File: src/rtl/ultrasonic_pkg.sv
// Shared types and default timing constants for the ultrasonic ranging blocks.
package ultrasonic_pkg;

  typedef enum logic [1:0] {
    IDLE      = 2'd0,
    WAIT_RISE = 2'd1,
    MEASURE   = 2'd2,
    HOLD      = 2'd3
  } state_e;

  // 58 us per cm of round trip at 50 MHz; 30 ms echo-start window.
  localparam int unsigned CYCLES_PER_CM_DEF = 2900;
  localparam int unsigned MAX_CM_DEF        = 400;
  localparam int unsigned WAIT_MAX_DEF      = 1_500_000;

  localparam int unsigned DIST_W = 9;

endpackage

File: src/rtl/echo_edge_detect.sv
// Echo synchronizer with rise/fall strobes on the conditioned level.
// Define ECHO_DEGLITCH_EN to require DEGLITCH_CYCLES equal samples before a level change.
module echo_edge_detect
`ifdef ECHO_DEGLITCH_EN
#(
  parameter int unsigned DEGLITCH_CYCLES = 8
)
`endif
(
  input  logic clk,
  input  logic rst_n,
  input  logic echo,
  output logic echo_s,
  output logic rise,
  output logic fall
);

  logic sync1_q, sync1_d;
  logic sync2_q, sync2_d;
  logic prev_q, prev_d;
  logic level;

  always_comb begin
    sync1_d = echo;
    sync2_d = sync1_q;
    prev_d  = level;
  end

  always_ff @(posedge clk or negedge rst_n) begin
    if (!rst_n) begin
      sync1_q <= 1'b0;
      sync2_q <= 1'b0;
      prev_q  <= 1'b0;
    end else begin
      sync1_q <= sync1_d;
      sync2_q <= sync2_d;
      prev_q  <= prev_d;
    end
  end

`ifdef ECHO_DEGLITCH_EN
  localparam int unsigned DG_W = $clog2(DEGLITCH_CYCLES + 1);

  logic            filt_q, filt_d;
  logic [DG_W-1:0] cnt_q, cnt_d;

  // cnt_q counts consecutive samples disagreeing with the accepted level.
  always_comb begin
    filt_d = filt_q;
    cnt_d  = '0;
    if (sync2_q != filt_q) begin
      if (cnt_q == DG_W'(DEGLITCH_CYCLES - 1)) begin
        filt_d = sync2_q;
      end else begin
        cnt_d = cnt_q + 1'b1;
      end
    end
  end

  always_ff @(posedge clk or negedge rst_n) begin
    if (!rst_n) begin
      filt_q <= 1'b0;
      cnt_q  <= '0;
    end else begin
      filt_q <= filt_d;
      cnt_q  <= cnt_d;
    end
  end

  assign level = filt_q;
`else
  assign level = sync2_q;
`endif

  assign echo_s = level;
  assign rise   = level & ~prev_q;
  assign fall   = ~level & prev_q;

endmodule

File: src/rtl/echo_distance_meter.sv
// Ultrasonic echo pulse-width to centimetre converter with timeout and saturation.
// ECHO_DEGLITCH_EN enables the echo deglitch filter inside echo_edge_detect.
module echo_distance_meter
  import ultrasonic_pkg::*;
#(
  parameter int unsigned CYCLES_PER_CM   = CYCLES_PER_CM_DEF,
  parameter int unsigned MAX_CM          = MAX_CM_DEF,
  parameter int unsigned WAIT_MAX        = WAIT_MAX_DEF,
  parameter int unsigned DEGLITCH_CYCLES = 8
)
(
  input  logic              clk,
  input  logic              rst_n,
  input  logic              arm,
  input  logic              echo,
  output logic              busy,
  output logic [DIST_W-1:0] dist_cm,
  output logic              dist_valid,
  output logic              range_err
);

  localparam int unsigned WAIT_W = $clog2(WAIT_MAX + 1);
  localparam int unsigned PRE_W  = $clog2(CYCLES_PER_CM);

  if (CYCLES_PER_CM < 2 || MAX_CM == 0 || MAX_CM >= (1 << DIST_W) ||
      WAIT_MAX == 0 || DEGLITCH_CYCLES == 0) begin : g_bad_params
    $error("echo_distance_meter: unsupported parameter set");
  end

  logic echo_s, echo_rise, echo_fall;

`ifdef ECHO_DEGLITCH_EN
  echo_edge_detect #(.DEGLITCH_CYCLES(DEGLITCH_CYCLES)) u_edge (
    .clk(clk), .rst_n(rst_n), .echo(echo),
    .echo_s(echo_s), .rise(echo_rise), .fall(echo_fall)
  );
`else
  echo_edge_detect u_edge (
    .clk(clk), .rst_n(rst_n), .echo(echo),
    .echo_s(echo_s), .rise(echo_rise), .fall(echo_fall)
  );
`endif

  state_e            state_q, state_d;
  logic [WAIT_W-1:0] wait_q, wait_d;
  logic [PRE_W-1:0]  pre_q, pre_d;
  logic [DIST_W-1:0] cm_q, cm_d;
  logic [DIST_W-1:0] dist_q, dist_d;
  logic              valid_q, valid_d;
  logic              err_q, err_d;

  always_comb begin
    state_d = state_q;
    wait_d  = wait_q;
    pre_d   = pre_q;
    cm_d    = cm_q;
    dist_d  = dist_q;
    valid_d = 1'b0;
    err_d   = err_q;
    unique case (state_q)
      IDLE: begin
        if (arm) begin
          state_d = WAIT_RISE;
          wait_d  = '0;
        end
      end
      WAIT_RISE: begin
        // The rise cycle itself is already one high cycle, so the prescaler starts at 1.
        if (echo_rise) begin
          state_d = MEASURE;
          pre_d   = PRE_W'(1);
          cm_d    = '0;
        end else if (wait_q == WAIT_W'(WAIT_MAX - 1)) begin
          state_d = IDLE;
          valid_d = 1'b1;
          dist_d  = DIST_W'(MAX_CM);
          err_d   = 1'b1;
        end else begin
          wait_d = wait_q + 1'b1;
        end
      end
      MEASURE: begin
        if (echo_fall) begin
          state_d = IDLE;
          valid_d = 1'b1;
          dist_d  = cm_q;
          err_d   = 1'b0;
        end else if (pre_q == PRE_W'(CYCLES_PER_CM - 1)) begin
          pre_d = '0;
          cm_d  = cm_q + 1'b1;
          if (cm_d == DIST_W'(MAX_CM)) begin
            state_d = HOLD;
            valid_d = 1'b1;
            dist_d  = DIST_W'(MAX_CM);
            err_d   = 1'b1;
          end
        end else begin
          pre_d = pre_q + 1'b1;
        end
      end
      HOLD: begin
        if (!echo_s) state_d = IDLE;
      end
      default: state_d = IDLE;
    endcase
  end

  always_ff @(posedge clk or negedge rst_n) begin
    if (!rst_n) begin
      state_q <= IDLE;
      wait_q  <= '0;
      pre_q   <= '0;
      cm_q    <= '0;
      dist_q  <= '0;
      valid_q <= 1'b0;
      err_q   <= 1'b0;
    end else begin
      state_q <= state_d;
      wait_q  <= wait_d;
      pre_q   <= pre_d;
      cm_q    <= cm_d;
      dist_q  <= dist_d;
      valid_q <= valid_d;
      err_q   <= err_d;
    end
  end

  assign busy       = (state_q != IDLE);
  assign dist_cm    = dist_q;
  assign dist_valid = valid_q;
  assign range_err  = err_q;

endmodule

File: config.mk
export PLATFORM = sky130hd
export DESIGN_NAME = echo_distance_meter
export DESIGN_NICKNAME = d
export VERILOG_FILES = /design/src/rtl/ultrasonic_pkg.sv /design/src/rtl/echo_edge_detect.sv /design/src/rtl/echo_distance_meter.sv
export SDC_FILE = /design/constraint.sdc
export NUM_CORES = 1
export LEC_CHECK = 0
export CAP_MARGIN = 5
export CORE_UTILIZATION = 48
export CTS_CLUSTER_DIAMETER = 100
export DETAILED_ROUTE_END_ITERATION = 8
export GPL_ROUTABILITY_DRIVEN = 0
export GPL_TIMING_DRIVEN = 0
export PLACE_DENSITY = 0.66
export RECOVER_POWER = 50
export SLEW_MARGIN = 20
export SYNTH_ARGS = -nofsm -noshare
export SYNTH_HDL_FRONTEND = slang
export SYNTH_SLANG_ARGS = --single-unit
File: constraint.sdc
create_clock -name clk -period 4.9 [get_ports clk]
set_clock_uncertainty 0.05 [all_clocks]
set_input_delay 0.98 -clock clk [delete_from_list [all_inputs] [get_ports clk]]
set_output_delay 0.98 -clock clk [all_outputs]
set_load 0.01 [all_outputs]
### After elaboration in Yosys (flattened, before gate mapping)

Index checks and enable logic that the tools add are counted.

* reduce and logical (&&, ||, !) cells: 9
* shift operators: 0
* div/mod/pow operators: 0
* multiplexer cells: 38
* order comparisons: 0
* multipliers: 0
* add/sub/neg operators: 3
* eq/ne operators: 17
* bitwise operators: 4

Operators by type and width (number)
* $mux W9: 8
* $mux W21: 3
* $pmux W21 S2: 1
* $mux W12: 3
* $pmux W9 S2: 2
* $pmux W12 S2: 1
* $add A21 B1 Y21 const B: 1
* $eq A21 B21 Y1 const B: 1
* $ne A2 B2 Y1 const B: 8
* $mux W2: 7
* $add A12 B1 Y12 const B: 1
* $eq A12 B12 Y1 const B: 1
* $mux W1: 10
* $reduce_and A5 Y1: 2
* $add A9 B1 Y9 const B: 1
* $eq A9 B9 Y1 const B: 1
* $ne A3 B3 Y1 const B: 3
* $pmux W2 S4: 1
* $reduce_and A4 Y1: 2
* $reduce_bool A2 Y1: 3
* $eq A2 B2 Y1 const B: 2
* $pmux W1 S2: 2
* $reduce_and A3 Y1: 1
* $and A1 B1 Y1: 2
* other kinds (3): 4

* memory bits (read-only): 0
* latch bits: 0
* register bits after elaboration: 58
* memories: 0
* output and inout port bits: 12
* RAM bits: 0

### Longest topological paths before layout

Gate-level depths: netlist of the first run.

* depth after elaboration: 6
* mapped depth: 9
* depth with buffers taken out: 7

### Cells and area by module

A second synthesis of the first run with hierarchy kept.

* cells, all modules: 354
* area total of the unflattened synthesis: 3256.9 µm²

By module, submodules not included
* echo_distance_meter: area an instance 3166.8 µm², cells an instance 349, instances 1, seq. area each 1376.3 µm²
* echo_edge_detect: area an instance 90.1 µm², cells an instance 5, instances 1, seq. area each 75.1 µm²

### Least setup slack after synthesis of the first run

No wires, ideal clock.

* kind: input to register
* start: input arm
* end: register wait_q[17]
* slack: 2674 ps
* required time: 4718 ps
* library setup time: 132 ps
* arrival: 2044 ps
* cell stages on the path: 6
* cells stage by stage: nand2b_1 -> o211ai_1 -> clkbuf_1 -> nor4_1 -> xnor2_1 -> nor2_1

* cells in the longest elaborated chain, start to end: 2

RTL lines
* start, declared: RTL line echo_distance_meter.sv:14 `input logic arm,`
* $ne A2 B2 Y1 (no line)
* $reduce_and A4 Y1 (no line)
* end signal, assigned: RTL line echo_distance_meter.sv:119 `wait_q <= wait_d;`
* end, declared: RTL line echo_distance_meter.sv:45 `logic [WAIT_W-1:0] wait_q, wait_d;`

Every way passes these cells.
A chain may end at the register's enable or synchronous reset.

### Worst setup path after layout of the first run

* start: register state_q[0]
* end: output busy

* cells in the longest elaborated chain, start to end: 1

RTL lines
* start, declared: RTL line echo_distance_meter.sv:44 `state_e state_q, state_d;`
* start signal, assigned: RTL line echo_distance_meter.sv:118 `state_q <= state_d;`
* $reduce_bool A2 Y1: RTL line echo_distance_meter.sv:128 `assign busy = (state_q != IDLE);`
* end, declared: RTL line echo_distance_meter.sv:16 `output logic busy,`

Every way passes these cells.

==> results of run 1 <==
layout by cell type, fill, tap and decap left out, types with 10 or more instances in the layout:
cell type / count
clkbuf_8: 10
clkdlybuf4s50_1: 13
nor3_1: 12
a21oi_1: 13
xnor2_1: 18
nor2_1: 30
dfrtp_1: 58
inv_1: 15
nand3_1: 20
nand4_1: 13
nand2_1: 17
worst max-delay path, delay by kind of cell (launching register included):
family                   cells  cell delay, ps
buffers and inverters        3             740
flip-flops                   1             380
adder cells (fa/ha/maj)      1             260
kinds of logic (layout without fill, tap and decap cells):
group,Yosys count,count (layout)
mux,7,7
simple gates,152,152
flops,58,58
fa+ha+maj,7,7
compound gates,55,55
buf+inv,26,58
xor+xnor,22,22
area by class of cell:
cell class	instances	area, um2	area share (%)
inverter	15	56.3	1.55
buffer	11	45.0	1.24
multi-input combinational	243	1590	43.9
timing repair buffer	16	164	4.52
sequential	58	1450	40.0
tap	77	96.3	2.66
clock buffer	11	141	3.90
clock inverter	5	77.6	2.14
through the flow:
stage          hold slack [ps]  setup slack [ps]  instance area (um2)  instances
6_report                   300              2160                 3620        436
5_1_grt                    305              2050                 3620        436
4_1_cts                    303              2140                 3630        436
2_1_floorplan              281              2670                 3150        327
3_3_place_gp               283               938                 3390        419
3_5_place_dp               287              1810                 3410        420
per-layer routing:
metal / wire, um / up-vias / part of all wire (%) / global-route usage [%]
met5: 0 / - / 0 / 0
met4: 100 / 0 / 1.5 / 8.62
li1: - / 1246 / - / -
met3: 232 / 13 / 3.5 / 5.86
met2: 3170 / 42 / 47 / 34.2
met1: 3170 / 1228 / 48 / 26.7
synthesized netlist by cell type (5+ instances only):
master,count,share of area [%]
or3_1,7,1.4
ha_1,7,2.8
o21ai_0,6,0.95
nand3_1,20,3.2
nand4_1,13,2.6
nand2_1,17,2.0
nor4_1,8,1.6
nor3_1,12,1.9
nor2b_1,7,1.4
a21oi_1,13,2.1
o31ai_1,5,1.2
a22o_1,9,2.5
and3_1,8,1.6
inv_1,15,1.8
xnor2_1,18,5.0
clkbuf_1,7,0.84
dfrtp_1,58,46
nor2_1,30,3.6
registers in the layout (all words and copies together) (netlist names):
signal / count
u_edge.sync1_q: 1
u_edge.prev_q: 1
dist_valid: 1
dist_cm: 9
pre_q: 12
cm_q: 9
wait_q: 21
u_edge.echo_s: 1
state_q: 2
range_err: 1
worst max-delay path by stage:
stage | slack, ps | start | cells past startpoint | end
6_report | 2160 | state_q[0]$_DFFE_PN0P_ | 4 | busy
5_1_grt | 2050 | arm | 7 | wait_q[17]$_DFFE_PN0P_
2_1_floorplan | 2670 | arm | 6 | wait_q[17]$_DFFE_PN0P_
4_1_cts | 2140 | state_q[0]$_DFFE_PN0P_ | 4 | busy
3_5_place_dp | 1810 | arm | 7 | wait_q[17]$_DFFE_PN0P_
3_3_place_gp | 940 | rst_n | 1 | pre_q[7]$_DFFE_PN0P_
power by group:
part           total (uW)  internal (uW)  leakage, uW  switching (uW)
combinational         428            154     0.000612             274
sequential            575            529     0.000784            45.7
clock                 484            298     0.000109             186
total                1490            981      0.00151             506
==> metrics.txt, run 1 <==
synth warn 0; Starting Density 49.5%; # setup viols final 0; # rows 29; Syn Nets 338; Placeable Area 6350 um2; WP data required 3870 ps; Inserted Clock Buffers 9; Crit path top cell by count inv_1; CP max-delay cell clkdlybuf4s50_1; Final Critical Period 2740 ps; clk root buf clkbuf_8; most used flip-flop cell after synthesis dfrtp_1; Layout fillers 572; DIE WIDTH 83.0 um; CTS tree built; Tot GR Track Use 21.1%; share of layout cells above drive strength 1 7.52%; Reg clk slew, reported paths 60 ps; synthesis-to-layout area growth 15.2%; DR iter-0 viols 116; CP arrival 1710 ps; fin nets 365; max incr delay on CP 540 ps; crit end category primary output; Post-Syn Instances 327; antenna-violating nets left 0; #FFs+latches synth 58; post-CTS setup buffers 0; CTS resizes 0; vias in the first global route 2,530; setup TNS 0 ps; crit path cell chain inv_1 > ha_1 > inv_1 > clkdlybuf4s50_1; io pins 16; sequential-to-total area share from yosys stat 46.1%; status finished with violations; R2R depth 7; share of flip-flops with an asynchronous set or reset 100%; Final period util 56.0%; largest family of logic cells by synthesized area simple AND/OR/NAND/NOR gates; first-pass GRT wire length 11.5 mm; XOR/XNOR Fraction of Synth Area 6.13%; Hold Fails Final Rpt 0; Synth Area in Simple Gates 27.2%; clock buffer depth 2; Max Cap Viol 1; diodes inserted 0; initial antenna violation count 0; IO Port Bufs 15; Die Height 83.0 um; Critical Path Fanout Max 6; Distinct cells, synth 52; Mapped Area 3150 um2; DPL Wire Length 4.79 mm; hold_buf cts 0; RSZ-0062 raised after global routing no; mux contribution to synthesized area 2.35%; Reg-to-Reg Start state_q[1]$_DFFE_PN0P_; failing checks capacitance limit, slew limit; drt drc 0; H-tree depth 3; Pleak 0.00151 uW; internal reg-to-reg setup slack 2380 ps; FF-to-FF End pre_q[2]$_DFFE_PN0P_; clk_lat worst skew 340 ps; DIE AREA 6880 um2; Fmax 365 MHz; clk sinks 58; gr ovfl total 0; TritonRoute pass-1 iters 4; Peak supply drop 0.000258 V; Hold Path Cell Cnt 0; Compound-Gate Fraction of Synth Area 12.1%; Worst Path Class, Setup flip-flop to primary output; EDFF count, synth 0; largest net degree at the start of global routing 31; total power 1490 uW; max-slew violations 29; HP Start u_edge.sync1_q$_DFF_PN0_; final wirelength 6.67 mm; Finished Core Util 57.1%; PwrDens 410 nW/um2; via count 2,529; Avg Inst Size Synth 9.62 um2; HP Class flip-flop to flip-flop; Worst Max-Slew Pin Slew 1630 ps; Startpoint Class flip-flop; vias per inst 5.80; DR WL/cell 15.3 um; Max-Slew Margin vs Limit -8.97%; adder-cell share of the synthesized area 2.78%; Hold EP u_edge.echo_s$_DFF_PN0_
(Power assumes the default switching activity.)
==> run 2: changes to the inputs <==
Clock period 4.9 ns to 2.8 ns, I/O delays scaled along.
==> metrics.txt, run 2 (synthesized netlist as in run 1, its figures left out) <==
CTS tree built; RSZ-0062 raised after global routing no; failing checks capacitance limit, slew limit; crit end category flip-flop; clk_lat worst skew 340 ps; Largest Register wait_q; setup TNS 0 ps; Finished Core Util 56.8%; Levels on crit path 7; DPL Wire Length 4.79 mm; CP max-delay cell o211ai_1; Sw Ratio 34.0%; Reg-to-Reg Start state_q[1]$_DFFE_PN0P_; vias in the first global route 2,530; status finished with violations; most common cell after layout, fill and taps aside dfrtp_1; WHS 299 ps; FF-to-FF End pre_q[2]$_DFFE_PN0P_; DIE WIDTH 83.0 um; largest net degree at the start of global routing 31; Placeable Area 6350 um2; CP arrival 2690 ps; Tot GR Track Use 21.1%; Comb power frac 28.6%; Final Critical Period 2480 ps; crit path cell chain inv_1 > ha_1 > clkbuf_1 > inv_1 > o211ai_1 > nor2_1 > nor2_1; NetSw 882 uW; hold_buf cts 0; Fmax 403 MHz; diodes inserted 0; # rows 29; post-CTS setup buffers 0; total power 2600 uW; pre-CTS setup slack 130 ps; internal reg-to-reg setup slack 320 ps; Pleak 0.00151 uW; drt drc 0; Hold Fails Final Rpt 0; clk root buf clkbuf_8; IO Port Bufs 15; first-pass GRT wire length 11.5 mm; Startpoint Class flip-flop; Clock power frac 32.7%; DIE AREA 6880 um2; max reg flops 21; HP Start u_edge.sync1_q$_DFF_PN0_; synthesis-to-layout area growth 14.8%; final wirelength 6.64 mm; PwrDens 719 nW/um2; Final WS setup 320 ps; Inserted Clock Buffers 9; Max Cap Viol 1; DR WL/cell 15.2 um; clk sinks 58; crit path from state_q[1]$_DFFE_PN0P_; Starting Density 49.5%; H-tree depth 3; Reg clk slew, reported paths 60 ps; antenna-violating nets left 0; Largest regs wait_q (21), pre_q (12); Worst Path Class, Setup flip-flop to flip-flop; io pins 16; Pint 1710 uW; DR iter-0 viols 125; max incr delay on CP 650 ps; max-slew violations 30; TritonRoute pass-1 iters 4; # setup viols final 0; R2R depth 7; HP Class flip-flop to flip-flop; Max-Slew Margin vs Limit -3.20%; Worst Max-Slew Pin Slew 1550 ps; Peak supply drop 0.000454 V; gr ovfl total 0; Die Height 83.0 um; Final period util 88.6%; Crit path max-delay family compound AO/OA/AOI/OAI gates; fin nets 365; vias per inst 5.82; via count 2,536; sequential share of power 38.7%; share of layout cells above drive strength 1 7.52%; CP endpoint pre_q[2]$_DFFE_PN0P_; CTS resizes 0; worst path bufs/invs 3; most frequent cells in the layout dfrtp_1 (58), nor2_1 (30), nand3_1 (20); Critical Path Fanout Max 10; clock buffer depth 2; initial antenna violation count 0; WP data required 3010 ps
[run 2: per-stage QoR]
step           cells  cell area [um2]
2_1_floorplan    327             3150
3_3_place_gp     419             3390
3_5_place_dp     420             3410
4_1_cts          436             3630
5_1_grt          436             3610
6_report         436             3610
[run 2: final cells by class]
class | instances | area [um2]
fill | 573 | 2740
buffer | 11 | 45.0
inverter | 15 | 56.3
clock inverter | 5 | 77.6
multi-input combinational | 243 | 1590
tap | 77 | 96.3
clock buffer | 11 | 141
timing repair buffer | 16 | 149
sequential | 58 | 1450
[run 2: power groups by stage]
stage | clock [uW] | sequential [uW] | combinational [uW]
floorplan | 0 | 1020 | 484
detailed placement | 0 | 1020 | 746
CTS | 870 | 1000 | 753
finish | 849 | 1000 | 743
global route | 916 | 1020 | 837
global placement | 0 | 1020 | 739
[run 2: worst min path at each step]
stage / slack [ps] / endpoint / cells past startpoint
after floorplan: 210 / cm_q[0]$_DFFE_PN0P_ / 0
after global placement: 280 / u_edge.echo_s$_DFF_PN0_ / 0
after detailed placement: 290 / u_edge.echo_s$_DFF_PN0_ / 0
after CTS: 100 / cm_q[8]$_DFFE_PN0P_ / 1
after global routing: 310 / u_edge.echo_s$_DFF_PN0_ / 0
final: 300 / u_edge.echo_s$_DFF_PN0_ / 0
[run 2: metal layers]
| layer | vias up | part of all wire [%] | global-route usage, % |
|---|---|---|---|
| li1 | 1248 | - | - |
| met1 | 1226 | 47 | 26.7 |
| met2 | 47 | 47 | 34.2 |
| met3 | 15 | 3.9 | 5.86 |
| met4 | 0 | 1.7 | 8.62 |
| met5 | - | 0 | 0 |
